File: config.mk
export PLATFORM = sky130hd
export DESIGN_NAME = reg_dump_streamer_flat
export DESIGN_NICKNAME = d
export VERILOG_FILES = /design/src/rtl/reg_dump_streamer_if.sv /design/src/rtl/reg_dump_streamer.sv /design/src/flat_wrapper.sv
export SDC_FILE = /design/constraint.sdc
export NUM_CORES = 1
export LEC_CHECK = 0
export ABC_AREA = 0
export CAP_MARGIN = 40
export CORE_AREA = 2 2 416 418
export CTS_CLUSTER_DIAMETER = 80
export DETAILED_ROUTE_END_ITERATION = 10
export DIE_AREA = 0 0 418 420
export DONT_BUFFER_PORTS = 1
export PLACE_DENSITY = 0.3
export SYNTH_ARGS = -nofsm -noshare
export SYNTH_HDL_FRONTEND = slang
export SYNTH_SLANG_ARGS = --single-unit
File: constraint.sdc
create_clock -name clock -period 2.5 [get_ports clock]
set_input_delay 0.5 -clock clock [delete_from_list [all_inputs] [get_ports clock]]
set_output_delay 0.5 -clock clock [all_outputs]
set_load 0.005 [all_outputs]
File: src/rtl/reg_dump_streamer_if.sv
// Stream interface for reg_dump_streamer: one register word per transfer
// with a valid/ready handshake. The master presents index and data; the
// slave accepts the word with out_ready.
interface reg_dump_streamer_if #(
  parameter int DATA_WIDTH = 32
);
  logic                  out_valid;
  logic                  out_ready;
  logic [4:0]            out_index;
  logic [DATA_WIDTH-1:0] out_data;

  modport master (
    output out_valid,
    output out_index,
    output out_data,
    input  out_ready
  );

  modport slave (
    input  out_valid,
    input  out_index,
    input  out_data,
    output out_ready
  );
endinterface

File: src/rtl/reg_dump_streamer.sv
// reg_dump_streamer: reads the register file's packed debug bus and streams
// the architectural registers, one per transfer, in ascending index order.
// With SKIP_R0 set, the hard-wired r0 is left out of the dump.
//
// Optional feature: define REG_DUMP_SNAPSHOT_EN to capture the whole debug
// bus into a shadow register at the start edge, so the dump is an atomic
// image of that cycle. Without it, each word is read from the live bus at
// the edge where its index is loaded.
module reg_dump_streamer #(
  parameter int NUM_REGS   = 32,
  parameter int DATA_WIDTH = 32,
  parameter int SKIP_R0    = 1
) (
  input  logic                           clock,
  input  logic                           reset,
  input  logic                           start,
  input  logic [NUM_REGS*DATA_WIDTH-1:0] debug_registers,
  reg_dump_streamer_if.master            stream,
  output logic                           busy,
  output logic                           done
);

  localparam int         BUS_W     = NUM_REGS * DATA_WIDTH;
  localparam logic [4:0] FIRST_IDX = (SKIP_R0 != 0) ? 5'd1 : 5'd0;
  localparam logic [4:0] LAST_IDX  = 5'(NUM_REGS - 1);

  typedef enum logic [1:0] {
    IDLE,
    SEND,
    DONE
  } state_t;

  state_t                state_q, state_d;
  logic [4:0]            index_q, index_d;
  logic [DATA_WIDTH-1:0] data_q,  data_d;
  logic                  valid_q, valid_d;
  logic                  busy_q,  busy_d;
  logic                  done_q,  done_d;

  logic [4:0]            nextIdx;
  logic [BUS_W-1:0]      srcBus;
  logic [DATA_WIDTH-1:0] firstSlice;
  logic [DATA_WIDTH-1:0] nextSlice;

`ifdef REG_DUMP_SNAPSHOT_EN
  logic [BUS_W-1:0]      shadow_q, shadow_d;

  // Later words come from the image frozen at the start edge.
  assign srcBus = shadow_q;
`else
  // Later words come straight from the live register file.
  assign srcBus = debug_registers;
`endif

  // The first word is always taken from the live bus: at the start edge the
  // shadow (when present) is being loaded with exactly that same value.
  assign nextIdx    = index_q + 5'd1;
  assign firstSlice = debug_registers[int'(FIRST_IDX)*DATA_WIDTH +: DATA_WIDTH];
  assign nextSlice  = srcBus[int'(nextIdx)*DATA_WIDTH +: DATA_WIDTH];

  // Next-state logic: start in IDLE loads the first word; each handshake in
  // SEND either advances to the next index or, on the last index, finishes.
  // The terminal check comes before the increment so the index never wraps.
  always_comb begin
    state_d = state_q;
    index_d = index_q;
    data_d  = data_q;
    valid_d = valid_q;
    busy_d  = busy_q;
    done_d  = 1'b0;
`ifdef REG_DUMP_SNAPSHOT_EN
    shadow_d = shadow_q;
`endif
    case (state_q)
      IDLE: begin
        if (start) begin
          state_d = SEND;
          index_d = FIRST_IDX;
          data_d  = firstSlice;
          valid_d = 1'b1;
          busy_d  = 1'b1;
`ifdef REG_DUMP_SNAPSHOT_EN
          shadow_d = debug_registers;
`endif
        end
      end
      SEND: begin
        if (valid_q && stream.out_ready) begin
          if (index_q == LAST_IDX) begin
            state_d = DONE;
            valid_d = 1'b0;
            busy_d  = 1'b0;
            done_d  = 1'b1;
          end else begin
            index_d = nextIdx;
            data_d  = nextSlice;
          end
        end
      end
      DONE: begin
        state_d = IDLE;
      end
      default: begin
        state_d = IDLE;
      end
    endcase
  end

  // State and output registers; reset abandons any dump in progress.
  always_ff @(posedge clock or posedge reset) begin
    if (reset) begin
      state_q <= IDLE;
      index_q <= '0;
      data_q  <= '0;
      valid_q <= 1'b0;
      busy_q  <= 1'b0;
      done_q  <= 1'b0;
    end else begin
      state_q <= state_d;
      index_q <= index_d;
      data_q  <= data_d;
      valid_q <= valid_d;
      busy_q  <= busy_d;
      done_q  <= done_d;
    end
  end

`ifdef REG_DUMP_SNAPSHOT_EN
  // Shadow image of the debug bus, loaded only at the start edge.
  always_ff @(posedge clock or posedge reset) begin
    if (reset) begin
      shadow_q <= '0;
    end else begin
      shadow_q <= shadow_d;
    end
  end
`endif

  assign stream.out_valid = valid_q;
  assign stream.out_index = index_q;
  assign stream.out_data  = data_q;
  assign busy             = busy_q;
  assign done             = done_q;

endmodule
File: src/flat_wrapper.sv
// flat-port wrapper written by rule: the top's interface ports become plain ports
module reg_dump_streamer_flat 
#(
  parameter int NUM_REGS   = 32,
  parameter int DATA_WIDTH = 32,
  parameter int SKIP_R0    = 1
)
  (clock, reset, start, debug_registers, busy, done, stream_out_valid, stream_out_index, stream_out_data, stream_out_ready);
  reg_dump_streamer_if #(.DATA_WIDTH(DATA_WIDTH)) stream_i ();
  input  logic clock;
  input  logic reset;
  input  logic start;
  input  logic [NUM_REGS*DATA_WIDTH-1:0] debug_registers;
  output logic busy;
  output logic done;
  output wire logic [$bits(stream_i.out_valid)-1:0] stream_out_valid;
  output wire logic [$bits(stream_i.out_index)-1:0] stream_out_index;
  output wire logic [$bits(stream_i.out_data)-1:0] stream_out_data;
  input wire logic [$bits(stream_i.out_ready)-1:0] stream_out_ready;
  assign stream_out_valid = stream_i.out_valid;
  assign stream_out_index = stream_i.out_index;
  assign stream_out_data = stream_i.out_data;
  assign stream_i.out_ready = stream_out_ready;
  reg_dump_streamer #(.NUM_REGS(NUM_REGS), .DATA_WIDTH(DATA_WIDTH), .SKIP_R0(SKIP_R0)) u_core (.clock(clock), .reset(reset), .start(start), .debug_registers(debug_registers), .stream(stream_i), .busy(busy), .done(done));
endmodule
==> flow_summary.toml, run 1 <==
[critical_path]
critPathArrivalTime_ns = 2.86
crit_family = "compound AO/OA/AOI/OAI gates"
slowest_delay_ns = 0.71
criticalPathCategory = "register to register"
cp_cell_sequence = "ha_4 -> buf_12 -> buf_12 -> buf_6 -> mux4_2 -> a222oi_1 -> o32ai_1"
crit_required_ns = 2.67
crit_top_cell = "buf_12"
cp-end-kind = "register"
path_max_fanout = 7
crit_buf_inv = 3
worst_setup_path_start_kind = "register"
cp_slowest_cell = "a222oi_1"

[placed_design]
hpwlAfterDp_microns = 98780
io_buffers = 0
dp_slack_ns = -0.6493
placed_cell_area_sq_um = 13750
gp_congestion = 1.026

[sta]
setup_viol_count_final = 20
rsz0062_at_grt = "yes"
clock.fmax_mhz = 372.6
slew_viol_final = 0
timing.final.hold_violations = 0
setup_slack_ns = -0.1837
period_minus_slack_ns = 2.684
min_period_over_period = 1.073
worst_pin_slew_ns = 0.8171
slew_headroom = 0.4552
finClkSkew_ns = 0.01101

[synth]
seq_area_frac_synth = 0.1034
avgSynthCellArea_sq_um = 13.37
synth_top_area_share = 0.5813
synth_warnings = 0
synth_cell_types = 39
netlist_instances = 742
ys_ff_latch = 41
yosys.area.top_type = "mux4_2"
netlist_area_sq_um = 9918
synthesis.nets = 1772
yosys-top-cells-area = "mux4_2, dfrtp_1, mux2i_1"

[grt]
grt_pass1_wl_microns = 135400
grt-ovfl-total = 0
grt_pass1_vias = 10360
grtUsageTotal = 0.1227
grt_max_degree = 36
grt_antenna_before_repair = 114

[routing]
wl_per_cell_microns = 36.35
routed_wl_microns = 115300
vias = 10650
drc = 0
via_per_inst = 3.358
drt_iter0_markers = 1214
drtPass1Iterations = 7
ant_nets = 0

[die]
die_w_microns = 418
initial_core_util = 0.05801
rows = 152
fp.dieH_microns = 420
core_area_sq_um = 171000
ios = 1068
die_area_sq_um = 175600

[layout]
utilization = 0.09385
fill_cells = 19570
final_common_cell = "mux4_2"
layout_common_cells = "mux4_2, buf_4, nor2_1, mux2i_1, buf_12"
nets = 1906
design_area_sq_um = 16050
area_delta_synth_final_pct = 61.78
drive_gt1_frac = 0.6819

[power_and_ir_drop]
ir_drop_uv = 624.1
p_sw_frac = 0.4974
p_total_mw = 25.90
combPwrFrac = 0.904
p_per_area_nw_per_um2 = 1614
p_leak_nw = 4.917
power_frac_seq = 0.062
p_clk_frac = 0.034
power_switching_mw = 12.88
p_int_mw = 13.02

[clock_tree]
cts-buffers-inserted = 5
ctsHtreeMaxLevel = 2
root_buffer = "clkbuf_16"
clkSinkCount = 41
max-clock-path-buffers = 2
clk-insertion-delay-late_ns = 0.32
tritoncts = "done"
path_clk_slew_ns = 0.08

[run_status]
violations = "negative setup slack"
status = "finished with violations"

[hold_path]
hold_class = "input port to register"

[flow_run]
max_cap_viol_count = 0
-- what timing repair did --
action                                 in CTS  in global routing
resized for setup                         141                 37
pin swaps                                  28                 24
cloned                                     18                  2
hold buffers                                1                  0
endpoints found under the hold margin       8                  0
buffers inserted                           35                 24
setup endpoints to repair                  32                 32
-- through the flow --
step           hold slack [ns]  cells  TNS, ns
2_1_floorplan           0.4785    742        0
3_3_place_gp            0.5408   3029   -9.819
3_5_place_dp            0.3273   3030   -10.96
4_1_cts                 0.3725   3089   -1.267
5_1_grt                 0.3890   3142   -2.860
6_report                0.3884   3172   -1.048
-- state kept, by name (all words and copies together), names as in the netlist --
| register | flops |
|---|---|
| u_core.stream.out_valid | 1 |
| u_core.done | 1 |
| u_core.stream.out_index | 5 |
| u_core.stream.out_data | 32 |
| u_core.state_q | 2 |
-- worst paths after layout --
path                                                         from                                endpoint  slack [ns]  cells past startpoint
hold / removal                                              start     u_core.stream.out_valid$_DFFE_PP0P_        0.39                      2
max in group asynchronous                                   reset  u_core.stream.out_data[21]$_DFFE_PP0P_        1.21                      4
hold reg to reg                     u_core.state_q[0]$_DFFE_PP0P_     u_core.stream.out_valid$_DFFE_PP0P_        0.57                      1
setup / recovery           u_core.stream.out_index[0]$_DFFE_PP0P_  u_core.stream.out_data[15]$_DFFE_PP0P_       -0.18                      7
min in group asynchronous                                   reset   u_core.stream.out_data[5]$_DFFE_PP0P_        0.58                      2
setup reg to reg           u_core.stream.out_index[0]$_DFFE_PP0P_  u_core.stream.out_data[15]$_DFFE_PP0P_       -0.18                      7
-- area by class of cell --
| class | instances | area, sq um | share of cell area |
|---|---|---|---|
| repair buffers | 229 | 2856 | 0.1780 |
| well taps | 2233 | 2794 | 0.1741 |
| clock buffers | 6 | 138.9 | 0.008656 |
| inverters | 3 | 11.26 | 0.0007018 |
| diodes | 62 | 155.1 | 0.009669 |
| clock inverters | 2 | 37.54 | 0.002339 |
| flip-flops and latches | 41 | 1030 | 0.06418 |
| multi-input cells | 596 | 9022 | 0.5623 |
-- cell usage after synthesis (all sizes together) --
master	instances
mux4	256
nor2	70
buf	68
mux2i	64
dfrtp	41
a21oi	36
clkbuf	34
a222oi	32
o221a	32
o22ai	32
o32ai	32
nand2	15
o21ai	5
nor3	4
inv	3
a41oi	2
ha	2
nand2b	2
nand3	2
xor2	2
a21o	1
a32o	1
and2	1
and2b	1
and3	1
nand4b	1
or2	1
xnor2	1
-- per-layer routing --
layer,global-route usage,vias up,wire (microns)
li1,-,3778,-
met1,0.1551,5630,45790
met2,0.1969,958,54130
met3,0.04431,220,11960
met4,0.02766,64,2939
met5,0.01361,-,494
-- power by group through the flow --
| stage | combinational, mW | sequential (mW) | clock, mW |
|---|---|---|---|
| global placement | 18.8 | 1.68 | 0 |
| floorplan | 10.4 | 1.16 | 0 |
| global route | 24.6 | 1.68 | 0.936 |
| finish | 23.4 | 1.62 | 0.873 |
| CTS | 23.4 | 1.68 | 0.931 |
| detailed placement | 18.9 | 1.68 | 0 |
-- kinds of logic after synthesis --
logic type                 synth area share
muxes                                0.6459
adders and majority gates          0.002523
buffers and inverters               0.05828
and+or+nand+nor                     0.04289
DFF                                  0.1034
xor gates and xnor gates           0.004164
AOI/OAI and AO/OA                    0.1428
(Power assumes the default switching activity.)
==> run 2, diff against run 1 <==
- CORE_AREA: 2 2 416 418 -> 2 2 421 423
- DIE_AREA: 0 0 418 420 -> 0 0 423 425
- SLEW_MARGIN: not set -> 30
==> run 2 against run 1 <==
  * The run still ends with negative setup slack left
  * Combinational power down 3%
  * Via count is 2.1% higher
  * Cell count increased by 2.6%
  * Critical path type unchanged
  * Largest power group unchanged
==> flow_summary.toml, run 2 (synthesis results as in run 1) <==
[power_and_ir_drop]
p_clk_frac = 0.033
combPwrFrac = 0.905
p_sw_frac = 0.4979
power_switching_mw = 12.44
p_per_area_nw_per_um2 = 1555
p_leak_nw = 4.859
ir_drop_uv = 567.0
power_frac_seq = 0.063
p_int_mw = 12.55
p_total_mw = 24.99

[clock_tree]
path_clk_slew_ns = 0.09
ctsHoldBuffers = 0
root_buffer = "clkbuf_16"
clkSinkCount = 41
clk-insertion-delay-late_ns = 0.33
tritoncts = "done"
max-clock-path-buffers = 2
ctsHtreeMaxLevel = 2
cts-buffers-inserted = 5

[placed_design]
io_buffers = 0
dp_slack_ns = -0.5123
gp_congestion = 1.056
hpwlAfterDp_microns = 111600

[grt]
grt_pass1_wl_microns = 149800
grt_antenna_before_repair = 167
grt_pass1_vias = 10230
grtUsageTotal = 0.1340
grt-ovfl-total = 0
grt_max_degree = 35

[sta]
worst_pin_slew_ns = 0.8372
setup_slack_ns = -0.2314
min_period_over_period = 1.093
finClkSkew_ns = 0.007609
slew_headroom = 0.4419
timing.final.hold_violations = 0
slew_viol_final = 0
clock.fmax_mhz = 366.1
setup_viol_count_final = 28
rsz0062_at_grt = "yes"
period_minus_slack_ns = 2.731

[critical_path]
cp_slowest_cell = "dfrtp_4"
crit_top_cell = "buf_4"
crit_required_ns = 2.71
critPathArrivalTime_ns = 2.94
slowest_delay_ns = 0.52
criticalPathCategory = "register to register"
crit_family = "buffers and inverters"
cp-end-kind = "register"
crit_buf_inv = 5
worst_setup_path_start_kind = "register"
path_max_fanout = 6
cp_cell_sequence = "ha_4 -> buf_12 -> buf_4 -> buf_4 -> buf_4 -> mux4_2 -> a222oi_1 -> buf_4 -> o32ai_1"

[die]
core_area_sq_um = 175300
fp.dieH_microns = 425
rows = 154
initial_core_util = 0.05656
die_w_microns = 423
die_area_sq_um = 179800
ios = 1068

[routing]
drc = 0
drt_iter0_markers = 1259
ant_nets = 0
drtPass1Iterations = 6
routed_wl_microns = 128200
via_per_inst = 3.341
vias = 10870
wl_per_cell_microns = 39.39

[layout]
drive_gt1_frac = 0.6884
final_common_cell = "mux4_2"
utilization = 0.09164
area_delta_synth_final_pct = 62.02
nets = 1889
largest_reg_flops = 32
layout_common_cells = "mux4_2, buf_4, nor2_1, mux2i_1, dfrtp_1"

[run_status]
status = "finished with violations"
violations = "negative setup slack"

[hold_path]
hold_class = "input port to async pin"

[flow_run]
max_cap_viol_count = 0
-- run 2: layer usage --
layer | wire [microns] | track usage | vias up
li1 | - | - | 3731
met1 | 51480 | 0.1674 | 5675
met2 | 57350 | 0.2091 | 1076
met3 | 15190 | 0.06595 | 296
met4 | 3439 | 0.02313 | 92
met5 | 711 | 0 | -
-- run 2: final timing paths --
| path | slack [ns] | depth (start not counted) | startpoint | to |
|---|---|---|---|---|
| min in group clock | 0.36 | 2 | start | u_core.stream.out_valid$_DFFE_PP0P_ |
| worst max-delay path | -0.23 | 9 | u_core.stream.out_index[0]$_DFFE_PP0P_ | u_core.stream.out_data[31]$_DFFE_PP0P_ |
| worst min-delay path | 0.09 | 1 | reset | u_core.stream.out_data[7]$_DFFE_PP0P_ |
| worst max register to register | -0.23 | 9 | u_core.stream.out_index[0]$_DFFE_PP0P_ | u_core.stream.out_data[31]$_DFFE_PP0P_ |
| max in group asynchronous | 1.79 | 2 | reset | u_core.stream.out_data[16]$_DFFE_PP0P_ |
| worst min register to register | 0.59 | 1 | u_core.state_q[0]$_DFFE_PP0P_ | u_core.stream.out_valid$_DFFE_PP0P_ |
-- run 2: timing repair --
action / 4_1_cts / 5_1_grt
endpoints found under the hold margin: 0 / 0
endpoints found under the setup margin: 32 / 33
setup buffers: 35 / 9
gates cloned: 15 / 3
resized for setup: 144 / 48
pin swaps: 37 / 18
-- run 2: layout make-up --
type                            instances  area, sq um
Antenna cell                           54        135.1
Clock buffer                            5        125.1
Clock inverter                          3        25.02
Fill cell                           20160       159300
Inverter                                3        11.26
Multi-Input combinational cell        596         9066
Sequential cell                        41         1030
Tap cell                             2340         2928
Timing Repair Buffer                  212         2749
-- run 2: power groups by stage --
stage                     Sequential (mW)  Clock, mW  Combinational, mW
final                                1.56      0.815               22.6
after global routing                 1.65      0.884               23.8
after CTS                            1.60      0.884               22.6
after detailed placement             1.61          0               18.9
after global placement               1.60          0               18.8
after floorplan                      1.16          0               10.4
-- run 2: through the flow --
step	instance area (sq um)	TNS, ns	hold slack, ns	std cells
2_1_floorplan	9918	0	0.4785	742
3_3_place_gp	14010	-6.709	0.4800	3137
3_5_place_dp	14010	-7.089	0.4694	3137
4_1_cts	15660	-3.201	0.08079	3194
5_1_grt	15990	-4.841	0.09592	3222
6_report	16070	-2.511	0.09177	3254
